[config.mk]
export PLATFORM = sky130hd
export DESIGN_NAME = mat_stream_tx
export DESIGN_NICKNAME = d
export VERILOG_FILES = /design/src/rtl/mat_stream_tx.sv
export SDC_FILE = /design/constraint.sdc
export NUM_CORES = 1
export LEC_CHECK = 0
export ABC_AREA = 1
export ABC_CLOCK_PERIOD_IN_PS = 3100
export BUFFER_PORTS_ARGS = -buffer_cell sky130_fd_sc_hd__buf_2
export CORE_ASPECT_RATIO = 1.5
export CORE_MARGIN = 2
export CORE_UTILIZATION = 55
export CTS_BUF_LIST = sky130_fd_sc_hd__clkbuf_16
export DETAILED_ROUTE_END_ITERATION = 8
export PLACE_DENSITY = 0.77
export SYNTH_ARGS = -nofsm -noshare
export SYNTH_HDL_FRONTEND = slang
export SYNTH_SLANG_ARGS = --single-unit
[constraint.sdc]
create_clock -name clk -period 3.1 [get_ports clk]
set_clock_uncertainty 0.15 [all_clocks]
set_input_delay 0.155 -clock clk [delete_from_list [all_inputs] [get_ports clk]]
set_output_delay 0.155 -clock clk [all_outputs]
set_load 0.01 [all_outputs]
[src/rtl/mat_stream_tx.sv]
// mat_stream_tx: ROWS x COLS register matrix streamed out LSB-byte-first over a valid/ready byte handshake.
// Ports: clk, rst (sync, active-high); wr_en/wr_addr/wr_data write port (idle only, wr_err on drop);
// start/transpose launch a row- or column-major transfer; tx_valid/tx_data/tx_ready byte stream;
// busy while not idle, done pulses in the final cycle. Define MAT_STREAM_TX_CHECKSUM_EN to append an XOR checksum byte.
module mat_stream_tx #(
  parameter int ROWS   = 2,
  parameter int COLS   = 2,
  parameter int DATA_W = 8,
  parameter int ADDR_W = 8
) (
  input  logic              clk,
  input  logic              rst,
  input  logic              wr_en,
  input  logic [ADDR_W-1:0] wr_addr,
  input  logic [DATA_W-1:0] wr_data,
  input  logic              start,
  input  logic              transpose,
  output logic              tx_valid,
  output logic [7:0]        tx_data,
  input  logic              tx_ready,
  output logic              busy,
  output logic              done,
  output logic              wr_err
);
  localparam int N  = ROWS * COLS;
  localparam int AW = N > 1 ? $clog2(N) : 1;
  localparam int NB = DATA_W / 8;
  typedef enum logic [2:0] {
    IDLE, RD, LOAD, SEND,
`ifdef MAT_STREAM_TX_CHECKSUM_EN
    CHK,
`endif
    FIN
  } state_t;
  state_t state, nxt, tail;
  logic [DATA_W-1:0] mem [N];
  logic [DATA_W-1:0] rd_q, sh;
  logic [3:0] r, c;
  logic [1:0] bc;
  logic tr, wr_ok, last_byte, last_elem, take;
  logic [AW-1:0] rd_addr;
  logic [7:0] acc;
  assign wr_ok = wr_en && state == IDLE && 32'(wr_addr) < N;
  assign rd_addr = AW'(32'(r) * COLS + 32'(c));
  assign last_byte = bc == 2'(NB - 1);
  assign last_elem = r == 4'(ROWS - 1) && c == 4'(COLS - 1);
  assign take = state == SEND && tx_ready;
`ifdef MAT_STREAM_TX_CHECKSUM_EN
  assign tail = CHK;
`else
  assign tail = FIN;
`endif
  always_comb begin
    nxt = state;
    case (state)
      IDLE:    nxt = start ? RD : IDLE;
      RD:      nxt = LOAD;
      LOAD:    nxt = SEND;
      SEND:    nxt = tx_ready && last_byte ? (last_elem ? tail : RD) : SEND;
`ifdef MAT_STREAM_TX_CHECKSUM_EN
      CHK:     nxt = tx_ready ? FIN : CHK;
`endif
      default: nxt = IDLE;
    endcase
  end
  always_comb begin
    busy = state != IDLE;
    done = state == FIN;
`ifdef MAT_STREAM_TX_CHECKSUM_EN
    tx_valid = state == SEND || state == CHK;
    tx_data  = state == SEND ? sh[7:0] : state == CHK ? acc : 8'h00;
`else
    tx_valid = state == SEND;
    tx_data  = state == SEND ? sh[7:0] : 8'h00;
`endif
  end
  always_ff @(posedge clk) begin
    if (wr_ok) mem[wr_addr[AW-1:0]] <= wr_data;
    rd_q <= mem[rd_addr];
  end
  always_ff @(posedge clk) begin
    if (rst) begin
      state  <= IDLE;
      r      <= '0;
      c      <= '0;
      bc     <= '0;
      tr     <= 1'b0;
      acc    <= '0;
      wr_err <= 1'b0;
      sh     <= '0;
    end else begin
      state  <= nxt;
      wr_err <= wr_en && !wr_ok;
      if (state == IDLE && start) begin
        tr  <= transpose;
        r   <= '0;
        c   <= '0;
        bc  <= '0;
        acc <= '0;
      end
      if (state == LOAD) begin
        sh <= rd_q;
        bc <= '0;
      end
      if (take) begin
        sh  <= sh >> 8;
        bc  <= bc + 2'd1;
        acc <= acc ^ sh[7:0];
        if (last_byte && tr) begin
          r <= r == 4'(ROWS - 1) ? 4'd0 : r + 4'd1;
          c <= r == 4'(ROWS - 1) ? c + 4'd1 : c;
        end else if (last_byte) begin
          c <= c == 4'(COLS - 1) ? 4'd0 : c + 4'd1;
          r <= c == 4'(COLS - 1) ? r + 4'd1 : r;
        end
      end
    end
  end
endmodule

==> results of run 1 <==
==> synth_stat cells, drive strengths merged <==
| cell type | n |
|---|---|
| inv | 35 |
| mux2i | 8 |
| ha | 5 |
| o21ai | 12 |
| buf | 3 |
| xnor2 | 1 |
| nand3 | 15 |
| nor2 | 28 |
| dfxtp | 31 |
| o211ai | 8 |
| nand4 | 4 |
| or2 | 9 |
| o31ai | 1 |
| clkinv | 1 |
| a211oi | 1 |
| a21oi | 18 |
| edfxtp | 32 |
| nand2 | 45 |
| nor4 | 1 |
| nor3 | 8 |
==> cell type report <==
class,count,area [um^2]
Sequential cell,63,1580
Fill cell,380,1410
Multi-Input combinational cell,164,922
Timing Repair Buffer,47,298
Clock buffer,10,250
Inverter,36,135
Tap cell,66,82.6
Clock inverter,6,50.0
==> cells in the final DEF, fill, tap and decap left out, types with 5 or more instances in the layout <==
cell type / netlist / final
nor3_1: 6 / 6
o21ai_0: 10 / 10
a21oi_1: 18 / 18
or2_2: 8 / 8
inv_1: 34 / 35
dfxtp_1: 31 / 31
buf_2: 2 / 33
nand2_1: 41 / 41
mux2i_1: 8 / 8
edfxtp_1: 32 / 32
dlygate4sd3_1: 0 / 11
o211ai_1: 8 / 8
nor2_1: 23 / 23
nand3_1: 14 / 14
ha_1: 5 / 5
clkbuf_16: 0 / 10
==> state kept, by name (all words and copies together), names as in the netlist <==
name,cells
mem,32
rd_q,8
sh,8
c,4
r,4
state,3
bc,2
tr,1
wr_err,1
==> worst max-delay path by stage <==
stage	from	end	slack (ps)	depth (start not counted)
final	state[0]$_SDFF_PP0_	mem[0][7]$_DFFE_PP_	1060	5
after CTS	state[0]$_SDFF_PP0_	mem[2][2]$_DFFE_PP_	1040	5
after floorplan	state[0]$_SDFF_PP0_	mem[3][0]$_DFFE_PP_	1020	5
after detailed placement	state[0]$_SDFF_PP0_	mem[0][2]$_DFFE_PP_	1130	5
after global placement	state[0]$_SDFF_PP0_	mem[2][2]$_DFFE_PP_	1160	5
after global routing	state[0]$_SDFF_PP0_	mem[2][7]$_DFFE_PP_	880	5
==> critical path: stages, from the launching register on <==
cell and delay [ps]:
dfxtp_1 370, nor2_1 230, nand2_1 140, nor3_2 210, nand2_1 90, nor2_1 490
==> per-layer routing <==
layer  global-route usage  up-vias  wire length, um
li1                     -     1010                -
met1                0.215      911             1990
met2                0.348       47             2750
met3               0.0608        8              208
met4                0.136        0              104
met5                    0        -                0
==> logic make-up (layout without fill, tap and decap cells) <==
family | after synthesis | in the layout
flip-flops | 63 | 63
adder cells (fa/ha/maj) | 5 | 5
AO/OA/AOI/OAI | 40 | 40
AND/OR/NAND/NOR | 110 | 110
multiplexers | 8 | 8
buffers and inverters | 39 | 99
XOR/XNOR | 1 | 1
==> power by group <==
part	internal, mW	total (mW)	switching (mW)
Combinational	0.0428	0.109	0.0661
Clock	0.658	0.982	0.324
Sequential	0.890	0.900	0.0100
Total	1.59	1.99	0.401
==> metrics, run 1 <==
Clock Sinks=63; fin area=3320 um^2; CTS buffer count=9; Slew Viols, Final=0; Worst EP required=2900 ps; Max Freq=489 MHz; # DRC=0; Synth Area in XOR/XNOR=0.00330; Critical Path AT=1840 ps; worst r2r src=state[0]$_SDFF_PP0_; Min-Delay Endpoint=bc[0]$_SDFFE_PP0P_; hold buffer count at CTS=11; Final Core Density=0.701; final worst slack=1060 ps; Worst Reg-to-Reg Cells=5; Tot Pwr=1.99 mW; num ports=34; Hold WS=31.4 ps; flops & latches, synth=63; Simple-Gate Fraction of Synth Area=0.204; Post-Syn Instances=266; die height=89.1 um; CP max FO=8; DP HPWL=3530 um; die area=5410 um^2; Post-Place Worst Slack=1130 ps; post-synthesis net count=293; Yosys Warn Count=0; ranking of synthesized cells by area=edfxtp_1, dfxtp_1, nand2_1; 1st-pass router iterations=4; Setup CP Type=flop to flop; clock buffer depth=2; Yosys top cell by area=edfxtp_1; post-route insts no fill=392; Core ar.=4730 um^2; Worst-path clk slew=50 ps; Hold Crit Start=tx_ready; r2r endpoint=mem[0][7]$_DFFE_PP_; grt total ovfl=0; via/cell ratio=5.04; chip width=60.7 um; syn avg cell area=9.99 um^2; CTS root buf=clkbuf_16; Port Buffer Count=33; Max transition margin=0.347; postcts setup bufs=0; worst-margin pin slew=972 ps; share of cells above drive strength 1=0.221; post-route ant nets=0; pin count of the biggest net entering global routing=20; Placed Instances=365; Crit. End Element=flop; FF-to-FF setup slack=1060 ps; vias in the first global route=1,814; first-pass GRT wire length=7790 um; Compound-Gate Fraction of Synth Area=0.0862; fin crit period=2040 ps; CTS tree=done; P_leak=1.30 nW; Mapped Area=2660 um^2; mux cell area share after synthesis=0.0301; RSZ-0062 raised after global routing=no; Clk Latency, worst-skew pair=320 ps; Min-Delay Path Class=input port to flop; post-synth top area share=0.362; final hold violation count=0; sequential fraction of the synthesis area=0.595; Layout area overhead=25.0%; Resize count post-CTS=0; maxcap violations=0; Setup TNS=0 ps; total track usage=0.206; final setup fails=0; WL per Instance=12.9 um; Total Routed Length=5060 um; Initial Util=0.561; power density over the cells=600 nW/um^2; Layout Nets=348; GPL Wtd Cong=0.840; status=completed; Rows=31; vias post-DR=1,976; DRT iter0 DRCs=159; period utilization=0.659; n_diodes=0; placed cell area=2910 um^2; area share of fa/ha/maj cells after synthesis=0.0236; htree depth=3; antenna violations before repair=0; peak supply drop=0.462 mV; Synth cell types=30; Setup crit start kind=flop; WHS Path Cells=3; largest family of logic cells by synthesized area=simple AND/OR/NAND/NOR gates
Note: power is estimated with default switching activity, not from simulation.
==> run 2: changes to the inputs <==
ABC_AREA = 0   (was 1)
ABC_CLOCK_PERIOD_IN_PS = 1960   (was 3100)
PLACE_DENSITY = 0.78   (was 0.77)
clock period = 1.96 ns   (was 3.1 ns; I/O delays follow)
==> metrics, run 2 <==
DP HPWL=3180 um (-9.8%); Worst path slowest cell=or3_4; via/cell ratio=5.73 (+14%); FF-to-FF setup slack=100 ps (-960 ps); # DRC=0 (unchanged); Mapped Area=2540 um^2 (-4.4%); worst setup path end=c[3]$_SDFFE_PP0P_; post-synth top area share=0.378 (+0.0166); EDFF count, synth=32 (unchanged); peak supply drop=0.761 mV (+65%); area share of fa/ha/maj cells after synthesis=0.0246 (+0.00108); chip width=59.5 um (-2.1%); commonest non-fill, non-tap cell in the layout=buf_2; die area=5190 um^2 (-4.1%); antenna violations before repair=0 (unchanged); Synth Flop Type=edfxtp_1; Setup crit start kind=flop; Rows=30 (-3.2%); r2r endpoint=c[3]$_SDFFE_PP0P_; GPL Wtd Cong=0.844 (+0.48%); Initial Util=0.569 (+0.00728); final setup fails=0 (unchanged); CP max FO=6 (-2); Worst EP required=2040 ps (-860 ps); Yosys Warn Count=0 (unchanged); syn avg cell area=13.7 um^2 (+37%); final hold violation count=0 (unchanged); Critical Path AT=1940 ps (+100 ps); Setup CP Type=flop to flop; sequential fraction of the synthesis area=0.623 (+0.0273); Post-Syn Instances=185 (-30%); status=completed; grt total ovfl=0 (unchanged); num ports=34 (unchanged); Synth Area in XOR/XNOR=0.00690 (+0.00360); Compound-Gate Fraction of Synth Area=0.0660 (-0.0202); DRT iter0 DRCs=119 (-25%); CP max stage delay=390 ps (-100 ps); P_leak=1.23 nW (-4.8%); pin count of the biggest net entering global routing=16 (-20%); post-synthesis net count=212 (-28%); Placed Instances=266 (-27%); Hold Crit Start=wr_addr[0]; share of cells above drive strength 1=0.310 (+0.0896); Slew Viols, Final=0 (unchanged); die height=87.2 um (-2.1%); Total Routed Length=4830 um (-4.5%); RSZ-0062 raised after global routing=no; worst-margin pin slew=493 ps (-479 ps); period utilization=0.949 (+0.289); Setup TNS=0 ps (unchanged); vias post-DR=1,695 (-14%); crit path from=r[1]$_SDFFE_PP0P_; CTS buffer count=9 (unchanged); count leader, synth=edfxtp_1; CTS root buf=clkbuf_16; Tot Pwr=3.12 mW (+57%); maxcap violations=0 (unchanged); Worst-path clk slew=60 ps (about the same); Crit. End Element=flop; clock buffer depth=2 (unchanged); total track usage=0.217 (+0.0112); ys async rst share=0 (unchanged); CTS tree=done; Worst Reg-to-Reg Cells=6 (+1); 1st-pass router iterations=4 (unchanged); Core ar.=4470 um^2 (-5.6%); fin crit period=1860 ps (-184 ps); Max transition margin=0.667 (+0.320); post-route ant nets=0 (unchanged); Simple-Gate Fraction of Synth Area=0.145 (-0.0591); worst r2r src=r[1]$_SDFFE_PP0P_; mux cell area share after synthesis=0.107 (+0.0768); largest family of logic cells by synthesized area=simple AND/OR/NAND/NOR gates; # fillers=295 (-22%); Layout Nets=270 (-22%); Layout area overhead=27.8%; most frequent cells in the layout=buf_2, edfxtp_1, dfxtp_1; number of flip-flops in the largest register=32 (unchanged); first-pass GRT wire length=7920 um (+1.7%); Clk Latency, worst-skew pair=330 ps (about the same); Hold WS=36.4 ps (+5.02 ps); ranking of synthesized cells by area=edfxtp_1, dfxtp_1, mux4_2; power density over the cells=960 nW/um^2 (+60%); CP Cell Sequence=inv_1 > ha_1 > nor3b_4 > o211ai_4 > or3_4 > o31ai_2; top cells by count, synth=edfxtp_1, dfxtp_1, nor2_1; WL per Instance=16.3 um (+26%); Port Buffer Count=33 (unchanged); n_diodes=0 (unchanged); Max Freq=538 MHz (+9.9%); Yosys top cell by area=edfxtp_1; post-route insts no fill=296 (-24%); Clock Sinks=63 (unchanged); flops & latches, synth=63 (unchanged); vias in the first global route=1,732 (-4.5%); Synth cell types=42 (+40%); htree depth=3 (unchanged); Min-Delay Path Class=input port to flop
## run 2: cell count changes in the layout (fill, tap and decap cells not counted), moves of 5 or more
cell / previous run / this run
nand2_1: 41 / 4
inv_1: 35 / 7
a21oi_1: 18 / 6
nor2_1: 23 / 12
and2_1: 0 / 9
mux4_2: 0 / 8
or2_2: 8 / 0
nand3_1: 14 / 7
o211ai_1: 8 / 1
o21ai_0: 10 / 4
buf_4: 3 / 8
## run 2: final cells by class
cell class                      instances  area, um^2  area share
Clock buffer                            9         225      0.0694
Clock inverter                          7        65.1      0.0200
Inverter                                6        22.5     0.00694
Multi-Input combinational cell        108         917       0.282
Sequential cell                        63        1580       0.487
Tap cell                               48        60.1      0.0185
Timing Repair Buffer                   55         375       0.116
## run 2: logic make-up after synthesis
group           count (synthesis)
xor+xnor                        2
simple gates                   62
mux                            17
compound gates                 22
flops                          63
fa+ha+maj                       5
buf+inv                        14
## run 2: routing by layer
layer / wire (um) / share of wire / GRT usage / vias up
li1: - / - / - / 815
met1: 1790 / 0.37 / 0.229 / 812
met2: 2660 / 0.55 / 0.371 / 52
met3: 223 / 0.046 / 0.0639 / 16
met4: 155 / 0.032 / 0.126 / 0
met5: 0 / 0 / 0 / -
## run 2: where the power goes
group | leakage, nW | internal (mW) | switching [mW] | total, mW
clock network | 0.146 | 0.972 | 0.541 | 1.51
logic | 0.545 | 0.0899 | 0.0899 | 0.180
registers | 0.542 | 1.41 | 0.0184 | 1.42
total | 1.23 | 2.47 | 0.649 | 3.12
## run 2: worst min path at each step
stage	endpoint	cells past startpoint
after detailed placement	mem[0][0]$_DFFE_PP_	1
final	mem[2][2]$_DFFE_PP_	2
after floorplan	mem[0][0]$_DFFE_PP_	0
after global placement	mem[1][0]$_DFFE_PP_	1
after global routing	mem[2][7]$_DFFE_PP_	2
after CTS	mem[0][6]$_DFFE_PP_	2
## run 2: stage by stage
stage / utilization / area (um^2) / worst slack, ps
6_report: 0.727 / 3250 / 101
5_1_grt: 0.727 / 3250 / 14.7
4_1_cts: 0.719 / 3210 / 47.3
3_5_place_dp: 0.625 / 2790 / 68.9
3_3_place_gp: 0.625 / 2790 / 83.7
2_1_floorplan: - / 2550 / 74.8
## run 2: worst max-delay path, delay by kind of cell (launching register included)
kind | cells | cell delay [ps]
AOI/OAI and AO/OA | 2 | 370
and+or+nand+nor | 2 | 710
adders and majority gates | 1 | 150
DFF | 1 | 340
buffers and inverters | 1 | 60
## run 2: what timing repair did
item                                   4_1_cts  5_1_grt
buffers inserted                             0        1
hold buffers                                13        0
endpoints found under the hold margin       37        0
gates resized for setup                      0        6
setup endpoints to repair                    0       42
==> run 3: changes to the inputs <==
--- a/config.mk
+++ b/config.mk
@@ -11,8 +11,8 @@
 export CORE_ASPECT_RATIO = 1.5
 export CORE_MARGIN = 2
-export CORE_UTILIZATION = 55
+export CORE_UTILIZATION = 26
 export CTS_BUF_LIST = sky130_fd_sc_hd__clkbuf_16
 export DETAILED_ROUTE_END_ITERATION = 8
-export PLACE_DENSITY = 0.78
+export PLACE_DENSITY = 0.43
 export SYNTH_ARGS = -nofsm -noshare
 export SYNTH_HDL_FRONTEND = slang
--- a/constraint.sdc
+++ b/constraint.sdc
@@ -3,3 +3,3 @@
 set_input_delay 0.098 -clock clk [delete_from_list [all_inputs] [get_ports clk]]
 set_output_delay 0.098 -clock clk [all_outputs]
-set_load 0.01 [all_outputs]
+set_load 0.02 [all_outputs]
==> metrics, run 3 (synthesis results as in run 2) <==
via/cell ratio=4.52 (-21%); Crit. End Element=primary output; Worst-path clk slew=60 ps (about the same); Slew Viols, Final=0 (unchanged); # DRC=0 (unchanged); power density over the cells=1000 nW/um^2 (+4.5%); register area=1580 um^2 (unchanged); Worst EP required=1710 ps (-330 ps); htree depth=3 (unchanged); pin count of the biggest net entering global routing=16 (unchanged); Min-Delay Path Class=input port to flop; P_leak=1.29 nW (+4.6%); Tot Pwr=3.45 mW (+11%); Port Buffer Count=33 (unchanged); final hold violation count=0 (unchanged); share of cells above drive strength 1=0.331 (+0.0202); vias post-DR=1,668 (-1.6%); vias in the first global route=1,748 (+0.92%); Setup CP Type=flop to primary output; Post-Place Worst Slack=9.62 ps (-59.3 ps); CTS buffer count=9 (unchanged); CP max FO=13 (+7); Layout area overhead=35.3%; Multi-input gate area=911 um^2 (-0.68%); period utilization=0.932 (-0.0163); maxcap violations=0 (unchanged); die area=10,600 um^2 (+100%); fin crit period=1830 ps (-31.9 ps); clock buffer depth=2 (unchanged); first-pass GRT wire length=8800 um (+11%); Critical Path AT=1580 ps (-360 ps); RSZ-0062 raised after global routing=no; 1st-pass router iterations=4 (unchanged); chip width=84.7 um (+42%); Rows=44 (+47%); Initial Util=0.265 (-0.303); grt total ovfl=0 (unchanged); most frequent CP cell=buf_4; CTS root buf=clkbuf_16; post-route insts no fill=369 (+25%); Clk Latency, worst-skew pair=320 ps (about the same); Layout Nets=276 (+2.2%); final worst slack=133 ps (+31.9 ps); Total Routed Length=5140 um (+6.4%); Core ar.=9580 um^2 (+110%); post-route ant nets=0 (unchanged); GPL Wtd Cong=0.730 (-13%); status=completed; most frequent cells in the layout=buf_2, edfxtp_1, dfxtp_1; total track usage=0.108 (-0.109); # fillers=984 (+230%); CTS tree=done; n_diodes=0 (unchanged); antenna violations before repair=0 (unchanged); worst-margin pin slew=496 ps (+2.67 ps); final setup fails=0 (unchanged); Hold WS=41.3 ps (+4.88 ps); Max transition margin=0.665 (-0.00181); commonest non-fill, non-tap cell in the layout=buf_2; die height=125 um (+43%); FF-to-FF setup slack=180 ps (+80 ps); Placed Instances=337 (+27%); CP Cell Sequence=buf_4 > and3b_2 > buf_4 > and2_1 > buf_2; number of flip-flops in the largest register=32 (unchanged); Setup TNS=0 ps (unchanged); WL per Instance=13.9 um (-15%); Setup crit start kind=flop; peak supply drop=0.482 mV (-37%); DP HPWL=3820 um (+20%); CP max stage delay=330 ps (-60 ps); Worst path slowest cell=dfxtp_1; num ports=34 (unchanged); DRT iter0 DRCs=84 (-29%); Max Freq=547 MHz (+1.7%); Clock Sinks=63 (unchanged)
## run 3: worst max-delay path: cells and delay by family (launching register included)
kind,cells,cell delay (ps)
flops,1,330
buf+inv,3,510
simple gates,2,410
## run 3: layer usage
| metal | up-vias | share of wire | global-route usage | wire, um |
|---|---|---|---|---|
| li1 | 825 | - | - | - |
| met1 | 808 | 0.41 | 0.121 | 2110 |
| met2 | 26 | 0.53 | 0.186 | 2740 |
| met3 | 9 | 0.034 | 0.0310 | 174 |
| met4 | 0 | 0.022 | 0.0504 | 112 |
| met5 | - | 0 | 0 | 0 |
## run 3: repair_timing
item	4_1_cts	5_1_grt
setup endpoints to repair	10	27
hold endpoints to repair	37	0
buffers inserted	1	2
resized for setup	1	4
pin swaps	0	0
gates cloned	0	0
hold buffers	13	0
## run 3: worst paths after layout
| path | startpoint | to | depth (start not counted) |
|---|---|---|---|
| setup reg to reg | c[1]$_SDFFE_PP0P_ | r[3]$_SDFFE_PP0P_ | 6 |
| hold / removal | wr_addr[0] | mem[2][4]$_DFFE_PP_ | 2 |
| setup / recovery | state[1]$_SDFF_PP0_ | tx_data[0] | 5 |
| hold reg to reg | rd_q[3]$_DFF_P_ | sh[3]$_SDFFE_PP0P_ | 2 |
## run 3: area by class of cell
type,instances,share of cell area
well taps,115,0.0419
flip-flops and latches,63,0.460
multi-input cells,108,0.265
clock inverters,7,0.0349
repair buffers,61,0.126
clock buffers,9,0.0655
inverters,6,0.00655
## run 3: stage by stage
stage / utilization / area, um^2
2_1_floorplan: - / 2550
5_1_grt: 0.359 / 3440
4_1_cts: 0.356 / 3410
3_3_place_gp: 0.304 / 2920
6_report: 0.359 / 3440
3_5_place_dp: 0.304 / 2920
## run 3: where the power goes
group,switching [mW],internal (mW)
Sequential,0.0133,1.41
Clock,0.576,1.24
Combinational,0.105,0.104
Total,0.694,2.75
